## src/rtl/key_demux_pkg.sv

```systemverilog
// Shared constants for the key-indexed demux and its per-channel slot FIFOs.
// Latency: n/a (constants only). Backpressure: n/a.
// Slot depth and drop counter width are fixed here so both files agree.
package key_demux_pkg;

    localparam int DROP_CNT_W    = 8;
    localparam int KD_SLOT_DEPTH = 2;
    localparam int KD_CNT_W      = $clog2(KD_SLOT_DEPTH + 1);

endpackage

```

## src/rtl/key_demux_slot.sv

```systemverilog
// Two-entry in-order FIFO slot with a registered head entry.
// Latency: push into an empty slot is visible at head one cycle later.
// Backpressure: push ignored when full even if pop is high; pop ignored when empty.
module key_demux_slot
    import key_demux_pkg::*;
#(
    parameter int DATA_LEN = 8
) (
    input  logic                clk,
    input  logic                rst,
    input  logic                push,
    input  logic                pop,
    input  logic [DATA_LEN-1:0] din,
    output logic [KD_CNT_W-1:0] count,
    output logic [DATA_LEN-1:0] head
);

    localparam logic [KD_CNT_W-1:0] DEPTH = KD_CNT_W'(KD_SLOT_DEPTH);

    logic [DATA_LEN-1:0] tail;
    logic                do_push;
    logic                do_pop;

    assign do_pop  = pop  & (count != '0);
    assign do_push = push & (count != DEPTH);

    always_ff @(posedge clk or posedge rst) begin
        if (rst) begin
            count <= '0;
            head  <= '0;
            tail  <= '0;
        end else begin
            case ({do_push, do_pop})
                2'b10: begin
                    if (count == '0) head <= din;
                    else             tail <= din;
                    count <= count + KD_CNT_W'(1);
                end
                2'b01: begin
                    head  <= tail;
                    count <= count - KD_CNT_W'(1);
                end
                // Only reachable at count 1: old head leaves, new beat takes its place.
                2'b11: head <= din;
                default: ;
            endcase
        end
    end

endmodule

```

## src/rtl/key_demux.sv

```systemverilog
// Routes {key, data} beats to per-key 2-deep slots; out-of-range keys are dropped and counted.
// Latency: 1 cycle from acceptance to out_valid when the target slot is empty.
// Backpressure: in_ready drops only when the addressed slot is full; no out_ready to in_ready path.
module key_demux
    import key_demux_pkg::*;
#(
    parameter int NR_KEY   = 4,
    parameter int KEY_LEN  = 2,
    parameter int DATA_LEN = 8
) (
    input  logic                         clk,
    input  logic                         rst,
    input  logic                         in_valid,
    output logic                         in_ready,
    input  logic [KEY_LEN-1:0]           in_key,
    input  logic [DATA_LEN-1:0]          in_data,
    output logic [NR_KEY-1:0]            out_valid,
    input  logic [NR_KEY-1:0]            out_ready,
    output logic [NR_KEY*DATA_LEN-1:0]   out_data,
    output logic                         miss,
    output logic [DROP_CNT_W-1:0]        drop_cnt
);

    localparam logic [KD_CNT_W-1:0] DEPTH = KD_CNT_W'(KD_SLOT_DEPTH);

    if (NR_KEY < 1 || NR_KEY > 2**KEY_LEN) begin : g_bad_nr_key
        $error("key_demux: NR_KEY=%0d out of range for KEY_LEN=%0d", NR_KEY, KEY_LEN);
    end

    logic                hit;
    logic                sel_full;
    logic                accept;
    logic [NR_KEY-1:0]   push;
    logic [KD_CNT_W-1:0] cnt  [NR_KEY];
    logic [DATA_LEN-1:0] head [NR_KEY];

    // A full key space makes every beat a hit, so skip the compare entirely.
    if (NR_KEY == 2**KEY_LEN) begin : g_hit_all
        assign hit = 1'b1;
    end else begin : g_hit_cmp
        assign hit = (in_key < KEY_LEN'(NR_KEY));
    end

    always_comb begin
        sel_full = 1'b0;
        for (int i = 0; i < NR_KEY; i++) begin
            if (in_key == KEY_LEN'(i)) sel_full = (cnt[i] == DEPTH);
        end
    end

    assign in_ready = ~(hit & sel_full);
    assign accept   = in_valid & in_ready;

    for (genvar g = 0; g < NR_KEY; g++) begin : g_slot
        assign push[g] = accept & hit & (in_key == KEY_LEN'(g));

        key_demux_slot #(
            .DATA_LEN (DATA_LEN)
        ) u_slot (
            .clk   (clk),
            .rst   (rst),
            .push  (push[g]),
            .pop   (out_valid[g] & out_ready[g]),
            .din   (in_data),
            .count (cnt[g]),
            .head  (head[g])
        );

        assign out_valid[g]                        = (cnt[g] != '0);
        assign out_data[g*DATA_LEN +: DATA_LEN]    = head[g];
    end

    always_ff @(posedge clk or posedge rst) begin
        if (rst) begin
            miss     <= 1'b0;
            drop_cnt <= '0;
        end else begin
            miss <= accept & ~hit;
            if (accept & ~hit & (drop_cnt != '1)) drop_cnt <= drop_cnt + DROP_CNT_W'(1);
        end
    end

endmodule

```

## config.mk

```make
export PLATFORM = sky130hd
export DESIGN_NAME = key_demux
export DESIGN_NICKNAME = d
export VERILOG_FILES = /design/src/rtl/key_demux_pkg.sv /design/src/rtl/key_demux_slot.sv /design/src/rtl/key_demux.sv
export SDC_FILE = /design/constraint.sdc
export NUM_CORES = 1
export LEC_CHECK = 0
export CORE_ASPECT_RATIO = 0.8
export CORE_UTILIZATION = 40
export DETAILED_ROUTE_END_ITERATION = 8
export DONT_BUFFER_PORTS = 1
export GPL_TIMING_DRIVEN = 0
export SLEW_MARGIN = 20
export SYNTH_ARGS = -nofsm -noshare
export SYNTH_HDL_FRONTEND = slang
export SYNTH_HIERARCHICAL = 1
export SYNTH_SLANG_ARGS = --single-unit
export TNS_END_PERCENT = 30
```

## constraint.sdc

```tcl
create_clock -name clk -period 2.2 [get_ports clk]
set_input_delay 0.33 -clock clk [delete_from_list [all_inputs] [get_ports clk]]
set_output_delay 0.33 -clock clk [all_outputs]
set_load 0.05 [all_outputs]
```

==> flow_metrics.py <==
metrics = {
    "timing": {
        "maxSlewViolCount": 0,
        "setup_tns_ns": 0,
        "hold_ws_ns": -0.0194,
        "slew-limit-headroom_pct": 53.1,
        "finalCritPeriodShare_pct": 97.6,
        "worst_pin_slew_ns": 0.703,
        "skew_ns": 0.0106,
        "finalSetupViolCount": 0,
        "max_freq_ghz": 0.466,
        "period_needed_ns": 2.15,
        "finalHoldViolCount": 48,
    },
    "synthesis": {
        "synth_fa_ha_area_share_pct": 2.74,
        "synth_top_family_by_area": "multiplexers",
        "synth_xor_area_share_pct": 2.88,
        "syn_area_per_cell_um2": 13.9,
        "yosys_most_used_dff": "dfrtp_1",
        "synth_top_area_share_pct": 49.3,
        "synth-seq-area-share_pct": 49.3,
        "synthMuxAreaShare_pct": 30.2,
        "synth_compound_area_share_pct": 5.07,
        "synth-simple-area-share_pct": 4.39,
        "netlist_top_cells_area": "dfrtp_1, mux2_2, xnor2_1",
        "synth_top_cell_by_area": "dfrtp_1",
        "synth_edf_count": 0,
        "syn_inst": 263,
        "synth_area_um2": 3650,
        "yosys_warnings": 6,
        "ys_ff_latch": 72,
        "synth_cell_types": 23,
        "async_flop_share_pct": 100,
    },
    "power_and_ir_drop": {
        "comb_power_share_pct": 34.6,
        "netSwitchingPower_mw": 3.19,
        "p_int_mw": 4.30,
        "p_per_area_nw_per_um2": 1780,
        "clkPwrFrac_pct": 19.1,
        "total_leakage_power_nw": 1.88,
        "ir_drop_mv": 0.879,
        "power_frac_seq_pct": 46.4,
        "power.total_mw": 7.49,
        "sw_frac_of_total_pct": 42.6,
    },
    "clock_network": {
        "cts_tree": "done",
        "cts_made_buffers": 9,
        "cts_buffer_depth": 2,
        "htree_num_levels": 3,
        "insertion_delay_ns": 0.33,
        "path_clk_slew_ns": 0.06,
        "root_buffer": "clkbuf_16",
        "cts_hold_buf": 0,
        "clock_sink_count": 72,
    },
    "final_layout": {
        "mostFrequentLayoutCells": "mux2_2, dfrtp_1, buf_4",
        "area_growth_syn_to_layout_pct": 15.3,
        "drive_above_1_share_pct": 56.3,
        "final_util_pct": 48.6,
        "final_cells": 405,
        "mostFrequentLayoutCell": "mux2_2",
        "diodes": 0,
        "layout.nets": 313,
    },
    "critical_path": {
        "required_ns": 2.41,
        "crit_cells": 8,
        "crit_path_start_kind": "flip-flop",
        "critical_path_class": "reg2reg",
        "cp_slowest_stage_delay_ns": 0.43,
        "regToRegEndpoint": "g_slot[3].u_slot/head[1]$_DFFE_PP0P_",
        "setup.worst_path.start": "g_slot[3].u_slot/count[1]$_DFFE_PP0P_",
        "path_buf_inv": 2,
        "cp.arrival_ns": 2.36,
        "path_cells": "or2_4 > and2_1 > o21ai_4 > inv_2 > ha_1 > buf_4 > mux2_2 > mux2_2",
        "path_delay_family": "simple AND/OR/NAND/NOR gates",
        "crit_top_cell": "mux2_2",
        "end_kind": "flip-flop",
        "r2r_cells": 8,
        "rrSetupSlack_ns": 0.05,
        "reg2reg_from": "g_slot[3].u_slot/count[1]$_DFFE_PP0P_",
        "cp_max_fo": 9,
        "crit_path_end": "g_slot[3].u_slot/head[1]$_DFFE_PP0P_",
        "critPathSlowestCell": "dfrtp_2",
    },
    "place": {
        "hpwl_um": 4900,
        "port_buffers": 0,
        "dpl.cell_count": 383,
        "place_congestion": 0.784,
    },
    "die": {
        "pin_count": 63,
        "initial_utilization_pct": 42.1,
        "dieWidth_um": 109,
        "dieArea_um2": 9520,
        "die_y_um": 87.5,
        "rows": 30,
        "core_um2": 8670,
    },
    "detailed_routing": {
        "antenna_left": 0,
        "via_per_inst": 4.97,
        "wirelength_um": 6960,
        "wl_per_cell_um": 17.2,
        "first_pass_iters": 2,
        "drt-initial-drc-count": 18,
        "drc": 0,
        "vias": 2011,
    },
    "grt": {
        "grt_max_degree": 19,
        "grt_first_pass_wirelength_um": 11000,
        "grt.total_usage_pct": 15.9,
        "grt_pass1_vias": 2143,
        "grt.overflow.total": 0,
        "antenna_found_initial": 0,
    },
    "hold_path": {
        "hold_class": "in2async",
    },
    "outcome": {
        "status": "complete, but fails checks",
        "violations": "negative hold slack",
    },
    "flow_run": {
        "cap_violations": 0,
    },
}
-- power groups by stage --
stage / clock, mW / sequential [mW] / combinational (mW)
2_1_floorplan: 0 / 3.39 / 2.14
3_3_place_gp: 0 / 3.51 / 2.36
3_5_place_dp: 0 / 3.54 / 2.42
4_1_cts: 1.47 / 3.51 / 2.50
5_1_grt: 1.52 / 3.58 / 2.80
6_report: 1.43 / 3.47 / 2.59
-- through the flow --
stage / hold WS (ns) / area (µm²) / setup WS [ns]
global route: 0.0364 / 4210 / -0.00374
CTS: 0.0111 / 4160 / 0.00587
global placement: 0.361 / 3830 / -0.199
detailed placement: 0.363 / 3830 / -0.282
finish: -0.0194 / 4210 / 0.0525
floorplan: 0.269 / 3690 / -0.0256
-- cell families (layout without fill, tap and decap cells) --
logic type / after synthesis / count (layout)
other: 1 / 9
DFF: 72 / 72
AOI/OAI and AO/OA: 16 / 16
muxes: 97 / 97
adders and majority gates: 8 / 8
buffers and inverters: 33 / 55
and+or+nand+nor: 24 / 24
xor gates and xnor gates: 12 / 12
-- metal layers --
layer,up-vias,wire [µm],global-route usage (%)
li1,941,-,-
met3,12,460,5.98
met4,0,109,5.65
met2,51,3260,25.8
met1,1007,3130,19.4
met5,-,0,0
-- how the worst min path moves through the flow --
stage                                                  to  slack [ns]  cells past startpoint
finish               g_slot[1].u_slot/tail[0]$_DFFE_PP0P_       -0.02                      1
global route         g_slot[0].u_slot/head[6]$_DFFE_PP0P_        0.04                      1
CTS                  g_slot[1].u_slot/tail[0]$_DFFE_PP0P_        0.01                      1
detailed placement   g_slot[1].u_slot/tail[0]$_DFFE_PP0P_        0.36                      1
global placement     g_slot[2].u_slot/tail[5]$_DFFE_PP0P_        0.36                      1
floorplan           g_slot[0].u_slot/count[0]$_DFFE_PP0P_        0.27                      1
-- flip-flops by register name, indices dropped and copies added, names as in the netlist --
register	flops
g_slot.u_slot/count	8
g_slot.u_slot/tail	32
g_slot.u_slot/head	32
-- cells in the mapped netlist (all sizes together) (2+ instances only) --
cell and number:
buf 17, and2 4, xnor2 12, inv 16, mux2 96, o21ai 12, nor2 8, a21oi 4
nand2b 4, ha 8, and4b 2, or2 4, dfrtp 72
-- final cells by class --
type | count | area, µm²
Tap cell | 112 | 140
Buffer | 17 | 146
Inverter | 16 | 60.1
Timing Repair Buffer | 6 | 45.0
Clock buffer | 10 | 229
Fill cell | 807 | 4460
Multi-Input combinational cell | 166 | 1720
Clock inverter | 6 | 67.6
Sequential cell | 72 | 1810
-- repair_timing --
action | in CTS | in global routing
pin swaps | 3 | 3
cloned | 0 | 0
gates resized for setup | 10 | 8
setup buffers | 1 | 5
setup endpoints to repair | 41 | 24
Power figures use the tool's default switching activity.
